## src/rtl/mc_ctrl_fsm.sv

```systemverilog
// Multicycle RV32I control FSM: sequences the shared-ALU datapath for
// addi/add/sub/beq/jal/lw/sw, with a timed req/ready memory handshake.
module mc_ctrl_fsm #(
   parameter int MEM_TIMEOUT = 16,
   parameter int CNT_W       = 5
) (
   input  logic        clk,
   input  logic        rstn,
   input  logic [31:0] instr,
   input  logic        zero,
   input  logic        mem_ready,
   output logic        mem_req,
   output logic        mem_we,
   output logic        iord,
   output logic        ir_we,
   output logic        pc_we,
   output logic        pc_src,
   output logic [1:0]  alu_src_a,
   output logic [1:0]  alu_src_b,
   output logic        alu_op,
   output logic        reg_we,
   output logic [1:0]  wb_sel,
   output logic        retire,
   output logic        illegal,
   output logic        bus_err,
   output logic [3:0]  state
);

   typedef enum logic [3:0] {
      FETCH    = 4'd0,
      DECODE   = 4'd1,
      EXEC_ALU = 4'd2,
      WB_ALU   = 4'd3,
      EXEC_BR  = 4'd4,
      EXEC_JAL = 4'd5,
      MEM_ADDR = 4'd6,
      MEM_RD   = 4'd7,
      MEM_WR   = 4'd8,
      WB_MEM   = 4'd9,
      TRAP     = 4'd15
   } st_t;

   localparam bit             TMO_EN   = (MEM_TIMEOUT > 0);
   localparam logic [CNT_W-1:0] TMO_LAST = CNT_W'(TMO_EN ? MEM_TIMEOUT - 1 : 0);

   st_t              st, st_nx;
   logic [CNT_W-1:0] cnt;
   logic             ill_q, berr_q, ill_set, berr_set;

   logic [6:0] op;
   logic [2:0] f3;
   logic [6:0] f7;
   assign op = instr[6:0];
   assign f3 = instr[14:12];
   assign f7 = instr[31:25];

   logic unused_instr;
   assign unused_instr = ^{instr[24:15], instr[11:7]};

   logic is_opi, is_opr, is_ld, is_st, dec_alu, dec_br, dec_jal, dec_mem;
   assign is_opi  = (op == 7'b0010011);
   assign is_opr  = (op == 7'b0110011);
   assign is_ld   = (op == 7'b0000011);
   assign is_st   = (op == 7'b0100011);
   assign dec_alu = (is_opi && f3 == 3'b000) ||
                    (is_opr && f3 == 3'b000 && (f7 == 7'b0000000 || f7 == 7'b0100000));
   assign dec_br  = (op == 7'b1100011) && (f3 == 3'b000);
   assign dec_jal = (op == 7'b1101111);
   assign dec_mem = (is_ld || is_st) && (f3 == 3'b010);

   // Waiting is derived from state directly so the timeout path has no
   // dependency on the request output it guards.
   logic mem_wait, tmo_hit;
   assign mem_wait = (st == FETCH || st == MEM_RD || st == MEM_WR) && !mem_ready;
   assign tmo_hit  = TMO_EN && mem_wait && (cnt == TMO_LAST);

   logic       c_mreq, c_mwe, c_iord, c_irwe, c_pcwe, c_pcsrc, c_aop, c_rwe, c_ret;
   logic [1:0] c_sa, c_sb, c_wb;

   always_comb begin
      st_nx    = st;
      ill_set  = 1'b0;
      berr_set = 1'b0;
      c_mreq   = 1'b0;
      c_mwe    = 1'b0;
      c_iord   = 1'b0;
      c_irwe   = 1'b0;
      c_pcwe   = 1'b0;
      c_pcsrc  = 1'b0;
      c_aop    = 1'b0;
      c_rwe    = 1'b0;
      c_ret    = 1'b0;
      c_sa     = 2'd0;
      c_sb     = 2'd0;
      c_wb     = 2'd0;
      case (st)
         FETCH: begin
            c_mreq = 1'b1;
            c_sb   = 2'd1;
            if (mem_ready) begin
               c_irwe = 1'b1;
               c_pcwe = 1'b1;
               st_nx  = DECODE;
            end else if (tmo_hit) begin
               st_nx    = TRAP;
               berr_set = 1'b1;
            end
         end
         DECODE: begin
            c_sa = 2'd1;
            c_sb = 2'd3;
            if (dec_alu)      st_nx = EXEC_ALU;
            else if (dec_br)  st_nx = EXEC_BR;
            else if (dec_jal) st_nx = EXEC_JAL;
            else if (dec_mem) st_nx = MEM_ADDR;
            else begin
               st_nx   = TRAP;
               ill_set = 1'b1;
            end
         end
         EXEC_ALU: begin
            c_sa  = 2'd2;
            c_sb  = is_opi ? 2'd2 : 2'd0;
            c_aop = is_opr && instr[30];
            st_nx = WB_ALU;
         end
         WB_ALU: begin
            c_rwe = 1'b1;
            c_ret = 1'b1;
            st_nx = FETCH;
         end
         EXEC_BR: begin
            c_sa    = 2'd2;
            c_aop   = 1'b1;
            c_pcwe  = zero;
            c_pcsrc = zero;
            c_ret   = 1'b1;
            st_nx   = FETCH;
         end
         EXEC_JAL: begin
            c_rwe   = 1'b1;
            c_wb    = 2'd2;
            c_pcwe  = 1'b1;
            c_pcsrc = 1'b1;
            c_ret   = 1'b1;
            st_nx   = FETCH;
         end
         MEM_ADDR: begin
            c_sa  = 2'd2;
            c_sb  = 2'd2;
            st_nx = is_ld ? MEM_RD : MEM_WR;
         end
         MEM_RD: begin
            c_mreq = 1'b1;
            c_iord = 1'b1;
            if (mem_ready) st_nx = WB_MEM;
            else if (tmo_hit) begin
               st_nx    = TRAP;
               berr_set = 1'b1;
            end
         end
         MEM_WR: begin
            c_mreq = 1'b1;
            c_mwe  = 1'b1;
            c_iord = 1'b1;
            if (mem_ready) begin
               c_ret = 1'b1;
               st_nx = FETCH;
            end else if (tmo_hit) begin
               st_nx    = TRAP;
               berr_set = 1'b1;
            end
         end
         WB_MEM: begin
            c_rwe = 1'b1;
            c_wb  = 2'd1;
            c_ret = 1'b1;
            st_nx = FETCH;
         end
         TRAP:    st_nx = TRAP;
         default: st_nx = TRAP;
      endcase
   end

   // Gate with rstn so FETCH cannot raise ir_we/pc_we/mem_req during reset.
   assign {mem_req, mem_we, iord, ir_we, pc_we, pc_src, alu_src_a, alu_src_b,
           alu_op, reg_we, wb_sel, retire} =
          rstn ? {c_mreq, c_mwe, c_iord, c_irwe, c_pcwe, c_pcsrc, c_sa, c_sb,
                  c_aop, c_rwe, c_wb, c_ret} : 15'd0;

   assign illegal = ill_q;
   assign bus_err = berr_q;
   assign state   = st;

   always_ff @(posedge clk or negedge rstn) begin
      if (!rstn) begin
         st     <= FETCH;
         cnt    <= '0;
         ill_q  <= 1'b0;
         berr_q <= 1'b0;
      end else begin
         st     <= st_nx;
         cnt    <= mem_wait ? cnt + 1'b1 : '0;
         ill_q  <= ill_q | ill_set;
         berr_q <= berr_q | berr_set;
      end
   end

endmodule

```

## config.mk

```make
export PLATFORM = sky130hd
export DESIGN_NAME = mc_ctrl_fsm
export DESIGN_NICKNAME = d
export VERILOG_FILES = /design/src/rtl/mc_ctrl_fsm.sv
export SDC_FILE = /design/constraint.sdc
export NUM_CORES = 1
export LEC_CHECK = 0
export CORE_AREA = 5 5 60 62
export CTS_CLUSTER_SIZE = 25
export DETAILED_ROUTE_END_ITERATION = 8
export DIE_AREA = 0 0 65 67
export PLACE_DENSITY = 0.73
export SLEW_MARGIN = 20
export SYNTH_ARGS = -nofsm -noshare
export SYNTH_HDL_FRONTEND = slang
export SYNTH_SLANG_ARGS = --single-unit
export TNS_END_PERCENT = 1
```

## constraint.sdc

```tcl
create_clock -name clk -period 1.7 [get_ports clk]
set_clock_uncertainty 0.05 [all_clocks]
set_input_delay 0.34 -clock clk [delete_from_list [all_inputs] [get_ports clk]]
set_output_delay 0.34 -clock clk [all_outputs]
set_load 0.01 [all_outputs]
```

==> impl_summary.log <==
INFO  metric slew_headroom = 0.720
INFO  metric path_class = register to register
INFO  metric syn_nets = 153
INFO  metric crit_path_end_kind = register
INFO  metric clkSlewWorstSetupHoldPaths = 0.07 ns
INFO  metric layout-drive-gt1-share = 0.503
INFO  metric dpl.hpwl = 2.68 mm
INFO  metric clkSinkCount = 11
INFO  metric largest_net_degree_at_the_start_of_global_routing = 14
INFO  metric totalWireLength = 3.55 mm
INFO  metric post-route-period-util = 1.17
INFO  metric critical_path_peak_fanout = 5
INFO  metric synth_area_leaders = sky130_fd_sc_hd__dfrtp_1 (29%), sky130_fd_sc_hd__nor2_1 (4.8%), sky130_fd_sc_hd__or3_1 (4.7%)
INFO  metric placedCellCount = 220
INFO  metric wl_per_cell = 15.3 µm
INFO  metric clk_path_buf_depth = 2
INFO  metric tritoncts = done
INFO  metric first_global_vias = 1289
INFO  metric synth_most_common_cell = sky130_fd_sc_hd__nor2_1
INFO  metric hp-class = input port to async pin
INFO  metric synth-seq-cells = 11
INFO  metric netlist_top_cells_count = sky130_fd_sc_hd__nor2_1 (12), sky130_fd_sc_hd__dfrtp_1 (11), sky130_fd_sc_hd__nand2_1 (7), sky130_fd_sc_hd__or3_1 (7)
INFO  metric post_drt_via_cell_ratio = 5.35
INFO  metric antenna_diodes = 0
INFO  metric synth-edff-count = 0
INFO  metric drt-pass1-iter-count = 4
INFO  metric syn-instance-count = 115
INFO  metric io_buffers = 41
INFO  metric maxSlewViolCount = 0
INFO  metric cellLeakagePower = 0.760 nW
INFO  metric layoutNonFillerInstCount = 232
INFO  metric placementRows = 20
INFO  metric worst-endpoint-required = 1.83 ns
INFO  metric chipWidth = 65 µm
INFO  metric data_arrival_time_at_the_worst_slack_endpoint = 2.12 ns
INFO  metric num-nets-final = 238
INFO  metric grt.total_usage = 0.165
INFO  metric vdd.ir_drop.worst = 0.295 mV
INFO  metric grt_first_pass_wirelength = 5.58 mm
INFO  metric pre_cts_setup_slack = -1.01 ns
INFO  metric layout-area-overhead-vs-synth = 92.5%
INFO  metric ioPinCount = 57
INFO  metric antenna_violations_before_repair = 0
INFO  metric min_period = 1.98 ns
INFO  metric final-setup-viol-count = 20
INFO  metric post_synth.cell_area_avg = 8.15 µm²
INFO  metric cap_violations = 0
INFO  metric result_of_the_run = complete, but fails checks
INFO  metric final-hold-violation-count = 0
INFO  metric failed_checks = negative setup slack
INFO  metric synth.cell_area = 937 µm²
INFO  metric remaining_drc_errors = 0
INFO  metric tritoncts.num_buffers = 3
INFO  metric grt_remaining_overflow = 0
INFO  metric rsz0062_at_grt = yes
INFO  metric tightestPinTransition = 0.414 ns
INFO  metric fmaxAchievable = 504 MHz
INFO  metric clk_root_buffer_cell = sky130_fd_sc_hd__clkbuf_4
INFO  metric clk-insertion-delay-late = 0.27 ns
INFO  metric gp_routability_congestion = 0.883
INFO  metric ant_nets = 0
INFO  metric synthDominantAreaCellType = sky130_fd_sc_hd__dfrtp_1
INFO  metric yosysUniqueCellTypes = 44
INFO  metric die-height = 67 µm
INFO  metric num_vias = 1241
INFO  metric ctsHoldBuffers = 0
INFO  metric detail_route.iter0.violations = 49
INFO  metric postSynth.topFlopCell = sky130_fd_sc_hd__dfrtp_1
INFO  metric final_layout_setup_total_negative_slack = -3.08 ns
INFO  metric yosysSeqAreaShare = 0.294
INFO  metric htreeDepth = 1
INFO  metric yosysWarningCount = 0
INFO  metric top_area_cell_type_share_of_the_netlist_area = 0.294
INFO  metric start_util = 0.315
INFO  metric synth-async-reset-ratio = 1.00
INFO  metric setup_ws = -0.285 ns
INFO  metric kind_of_start_point_of_the_critical_path = register
INFO  metric core_area = 2980 µm²
INFO  metric power_per_cell_area = 297 nW/µm²
INFO  metric dieArea = 4360 µm²
-- report_power, final --
| group | total [W] | leakage [nW] | internal [W] | switching (W) |
|---|---|---|---|---|
| Clock | 0.000181 | 0.0150 | 0.0000910 | 0.0000903 |
| Combinational | 0.0000923 | 0.618 | 0.0000539 | 0.0000384 |
| Sequential | 0.000262 | 0.127 | 0.000262 | 0.0000000914 |
-- cell usage in the layout, fill, tap and decap left out, drive strengths merged, types with 3 or more instances in the layout --
cell type	instances
and3	4
nand3	3
clkdlybuf4s50	13
nor2b	3
and2	3
o21ai	5
a21oi	6
dfrtp	11
o221ai	3
clkbuf	7
buf	60
nand2b	3
a21o	3
dlygate4sd2	9
nand3b	3
nor3	6
nand2	7
nor2	12
or3	7
-- kinds of logic (layout without fill, tap and decap cells) --
kind of cell,after synthesis,in the layout,synth area share
AOI/OAI and AO/OA,29,29,0.235
DFF,11,11,0.294
and+or+nand+nor,61,61,0.370
adders and majority gates,2,2,0.0267
buffers and inverters,9,93,0.0467
xor gates and xnor gates,3,3,0.0280
-- repair_timing --
action	4_1_cts	5_1_grt
resized for setup	91	28
gates cloned	0	0
pin swaps	5	7
endpoints found under the setup margin	24	22
buffers inserted	3	5
hold endpoints to repair	0	0
-- registers in the layout (all words and copies together), names as in the netlist --
signal and flops:
cnt 5, state 4, bus_err 1, illegal 1
-- layer usage --
layer,up-vias,GRT usage,wire (µm)
met5,-,0,0
met4,0,0.0633,46
met3,6,0.0287,151
met2,26,0.332,1960
met1,609,0.166,1380
li1,600,-,-
-- path summary, 6_finish.rpt --
check | cells after the start | start | end | slack (ns)
min in group clk | 1 | bus_err | bus_err | 0.43
max in group asynchronous | 3 | rstn | state[1] | 1.06
max | 6 | state[1] | state[3] | -0.28
min | 3 | rstn | state[0] | 0.39
max reg2reg | 6 | state[1] | state[3] | -0.28
min reg2reg | 1 | bus_err | bus_err | 0.43
-- critical path: stages, from the launching register on --
cell	delay (ns)
sky130_fd_sc_hd__dfrtp_2	0.45
sky130_fd_sc_hd__buf_6	0.13
sky130_fd_sc_hd__buf_6	0.11
sky130_fd_sc_hd__or4b_4	0.51
sky130_fd_sc_hd__a41o_1	0.22
sky130_fd_sc_hd__a21o_1	0.21
sky130_fd_sc_hd__o221ai_2	0.21
-- area by class of cell --
| type | count | area, µm² |
|---|---|---|
| multi-input combinational | 95 | 751 |
| tap | 33 | 41.3 |
| fill | 263 | 1170 |
| clock buffer | 4 | 26.3 |
| timing repair buffer | 87 | 701 |
| inverter | 2 | 7.51 |
| sequential | 11 | 278 |
-- stage by stage --
step,hold slack (ns),cell area (µm²),total power [W],util
3_5_place_dp,0.403,1650,0.000360,0.555
2_1_floorplan,-0.00559,955,0.000280,-
4_1_cts,0.360,1690,0.000538,0.568
6_report,0.385,1800,0.000535,0.606
5_1_grt,0.400,1800,0.000565,0.606
3_3_place_gp,0.397,1650,0.000357,0.555
Power figures use the tool's default switching activity.
==> patch: new RTL, config.mk and constraints unchanged <==
Set the parameter `CNT_W` to 10 (it was 5).
--- a/src/rtl/mc_ctrl_fsm.sv
+++ b/src/rtl/mc_ctrl_fsm.sv
@@ -3,5 +3,5 @@
 module mc_ctrl_fsm #(
    parameter int MEM_TIMEOUT = 16,
-   parameter int CNT_W       = 5
+   parameter int CNT_W       = 10
 ) (
    input  logic        clk,
Formal check against the unedited RTL: no difference found for any inputs over 10 cycles, from zero or initial values and one cycle with rstn low; that may be too few to reach the edited logic, so the function may still have changed.
==> patch against the unedited design <==
  * The run still ends with negative setup slack left
  * Utilization up 7.5 points
  * Area after synthesis up 24%
  * Count of clock-buffer cells in the layout unchanged
  * Largest power group unchanged
  * Wire length up 12%
  * Total power up 36%
  * Sequential cell count up 5
  * Critical endpoint is now mem_req
  * First-iteration DRC count up 49%
  * Largest cell class unchanged
  * Worst setup slack better by 0.046 ns
  * Highest routed layer unchanged
  * Final area up 12%
==> patch: results (changes against the unedited design) <==
* Drt pass-1 iters at 4 (unchanged)
* CTS buffer count at 3 (unchanged)
* Initial antenna violation count at 0 (unchanged)
* Ranking of synthesized cells by area: dfrtp_1 34%, nor2_1 5.8%, nor3_1 4.7%, nand2_1 4.5%, xnor2_1 4.5%
* Synth Net Count at 180 (+18%)
* Max VDD drop at 0.000187 V (-37%)
* Crit path max fanout at 4 (-1)
* Root Driver: clkbuf_4
* FF-to-FF Start: state[0]
* Crit path kind: reg -> out
* Most frequently used flop master after synthesis: dfrtp_1
* Largest net degree at the start of global routing at 17 (+3)
* Synth cell types at 43 (-2.3%)
* Initial DRC Count at 73 (+49%)
* Largest Register: cnt
* Async set-reset flop share out of synthesis at 1.00 (unchanged)
* H-tree Lvls at 1 (unchanged)
* Synth warn at 0 (unchanged)
* PortBufs at 41 (unchanged)
* Fin worst setup slack at -0.239 ns (+0.0455 ns)
* List of most frequent post-synthesis cells: 18 x nor2_1, 16 x dfrtp_1, 14 x nand2_1
* Crit-path slowest cell: dfrtp_2
* Clock latency on the worst-skew pair at 0.29 ns (+0.02 ns)
* Nets at 265 (+11%)
* Clk pin slew, worst setup/hold paths at 0.10 ns (+0.03 ns)
* Tot GR Track Use at 0.195 (+0.0298)
* Failing checks: negative setup slack
* Outcome: complete, but fails checks
* Antenna fix cells at 0 (unchanged)
* Via density at 5.35 (about the same)
* First-pass GRT wire length at 6.59 mm (+18%)
* Post-Route WL at 3.98 mm (+12%)
* Dpl cells at 247 (+12%)
* GPL Wtd Cong at 0.901 (+2.1%)
* Share of cells above drive strength 1 at 0.419 (-0.0840)
* Pleak at 0.882 nW (+16%)
* Cell count after synthesis at 143 (+24%)
* Min-Delay Path Class: in -> async
* Post-synthesis sequential area ratio at 0.344 (+0.0504)
* Via count at 1391 (+12%)
* Crit-path max cell delay at 0.44 ns (-0.07 ns)
* Hpwl dp at 3.02 mm (+13%)
* Fillcell total at 239 (-9.1%)
* Bufs on Longest Clock Path at 2 (unchanged)
* Slew headroom at 0.783 (+0.0630)
* Max reg flops at 10 (+5)
* R2r setup slk at 0 ns (+0.28 ns)
* CP delay by family, top: flip-flops
* Setup violators final at 18 (-10%)
[patch: changes by cell type after synthesis, sizes merged, moves of 3 or more]
cell    delta
nand2      +7
nor2       +6
dfrtp      +5
nor3       +5
xnor2      +5
a21o       -3
and3       -3
inv        +3
o221ai     -3
[patch: kinds of logic after synthesis]
group / after synthesis / synth area share
adders and majority gates: 1 / 0.0108
and+or+nand+nor: 77 / 0.368
muxes: 1 / 0.00860
xor gates and xnor gates: 8 / 0.0602
DFF: 16 / 0.344
AOI/OAI and AO/OA: 29 / 0.169
buffers and inverters: 11 / 0.0398
[patch: through the flow]
stage | area (sq um) | hold WS (ns) | TNS, ns | worst slack, ns
after CTS | 1990 | 0.160 | -2.88 | -0.326
after global placement | 1880 | 0.401 | -10.25 | -0.805
final | 2030 | 0.201 | -2.32 | -0.239
after floorplan | 1200 | -0.00559 | -0.0187 | -0.0187
after detailed placement | 1880 | 0.410 | -11.22 | -0.879
after global routing | 2030 | 0.225 | -3.79 | -0.340
[patch: cell type report]
cell class / instances / area (sq um) / share of cell area
clock buffers: 4 / 36.3 / 0.0179
inverters: 5 / 18.8 / 0.00925
multi-input cells: 116 / 830 / 0.409
flip-flops and latches: 16 / 405 / 0.200
well taps: 33 / 41.3 / 0.0204
repair buffers: 86 / 697 / 0.344
[patch: what timing repair did]
action                     4_1_cts  5_1_grt
pin swaps                       15        7
gates resized for setup         84       16
setup endpoints to repair       33       26
setup buffers                    9        0
[patch: routing by layer]
metal | global-route usage | up-vias | routed length, um
met5 | 0 | - | 0
met4 | 0.0237 | 0 | 7
met3 | 0.0371 | 2 | 176
met2 | 0.392 | 43 | 2140
met1 | 0.214 | 664 | 1660
li1 | - | 682 | -
[patch: path summary, 6_finish.rpt]
path	to	depth (start not counted)
min in group clk	bus_err	1
worst max register to register	state[2]	6
worst min-delay path	cnt[0]	2
worst min register to register	bus_err	1
worst max-delay path	mem_req	4
max in group asynchronous	state[2]	2
[patch: where the power goes]
part	internal [mW]	total, mW	switching, mW
logic	0.0601	0.0979	0.0378
clock network	0.130	0.250	0.119
registers	0.380	0.380	0.000000000263
total	0.571	0.728	0.157
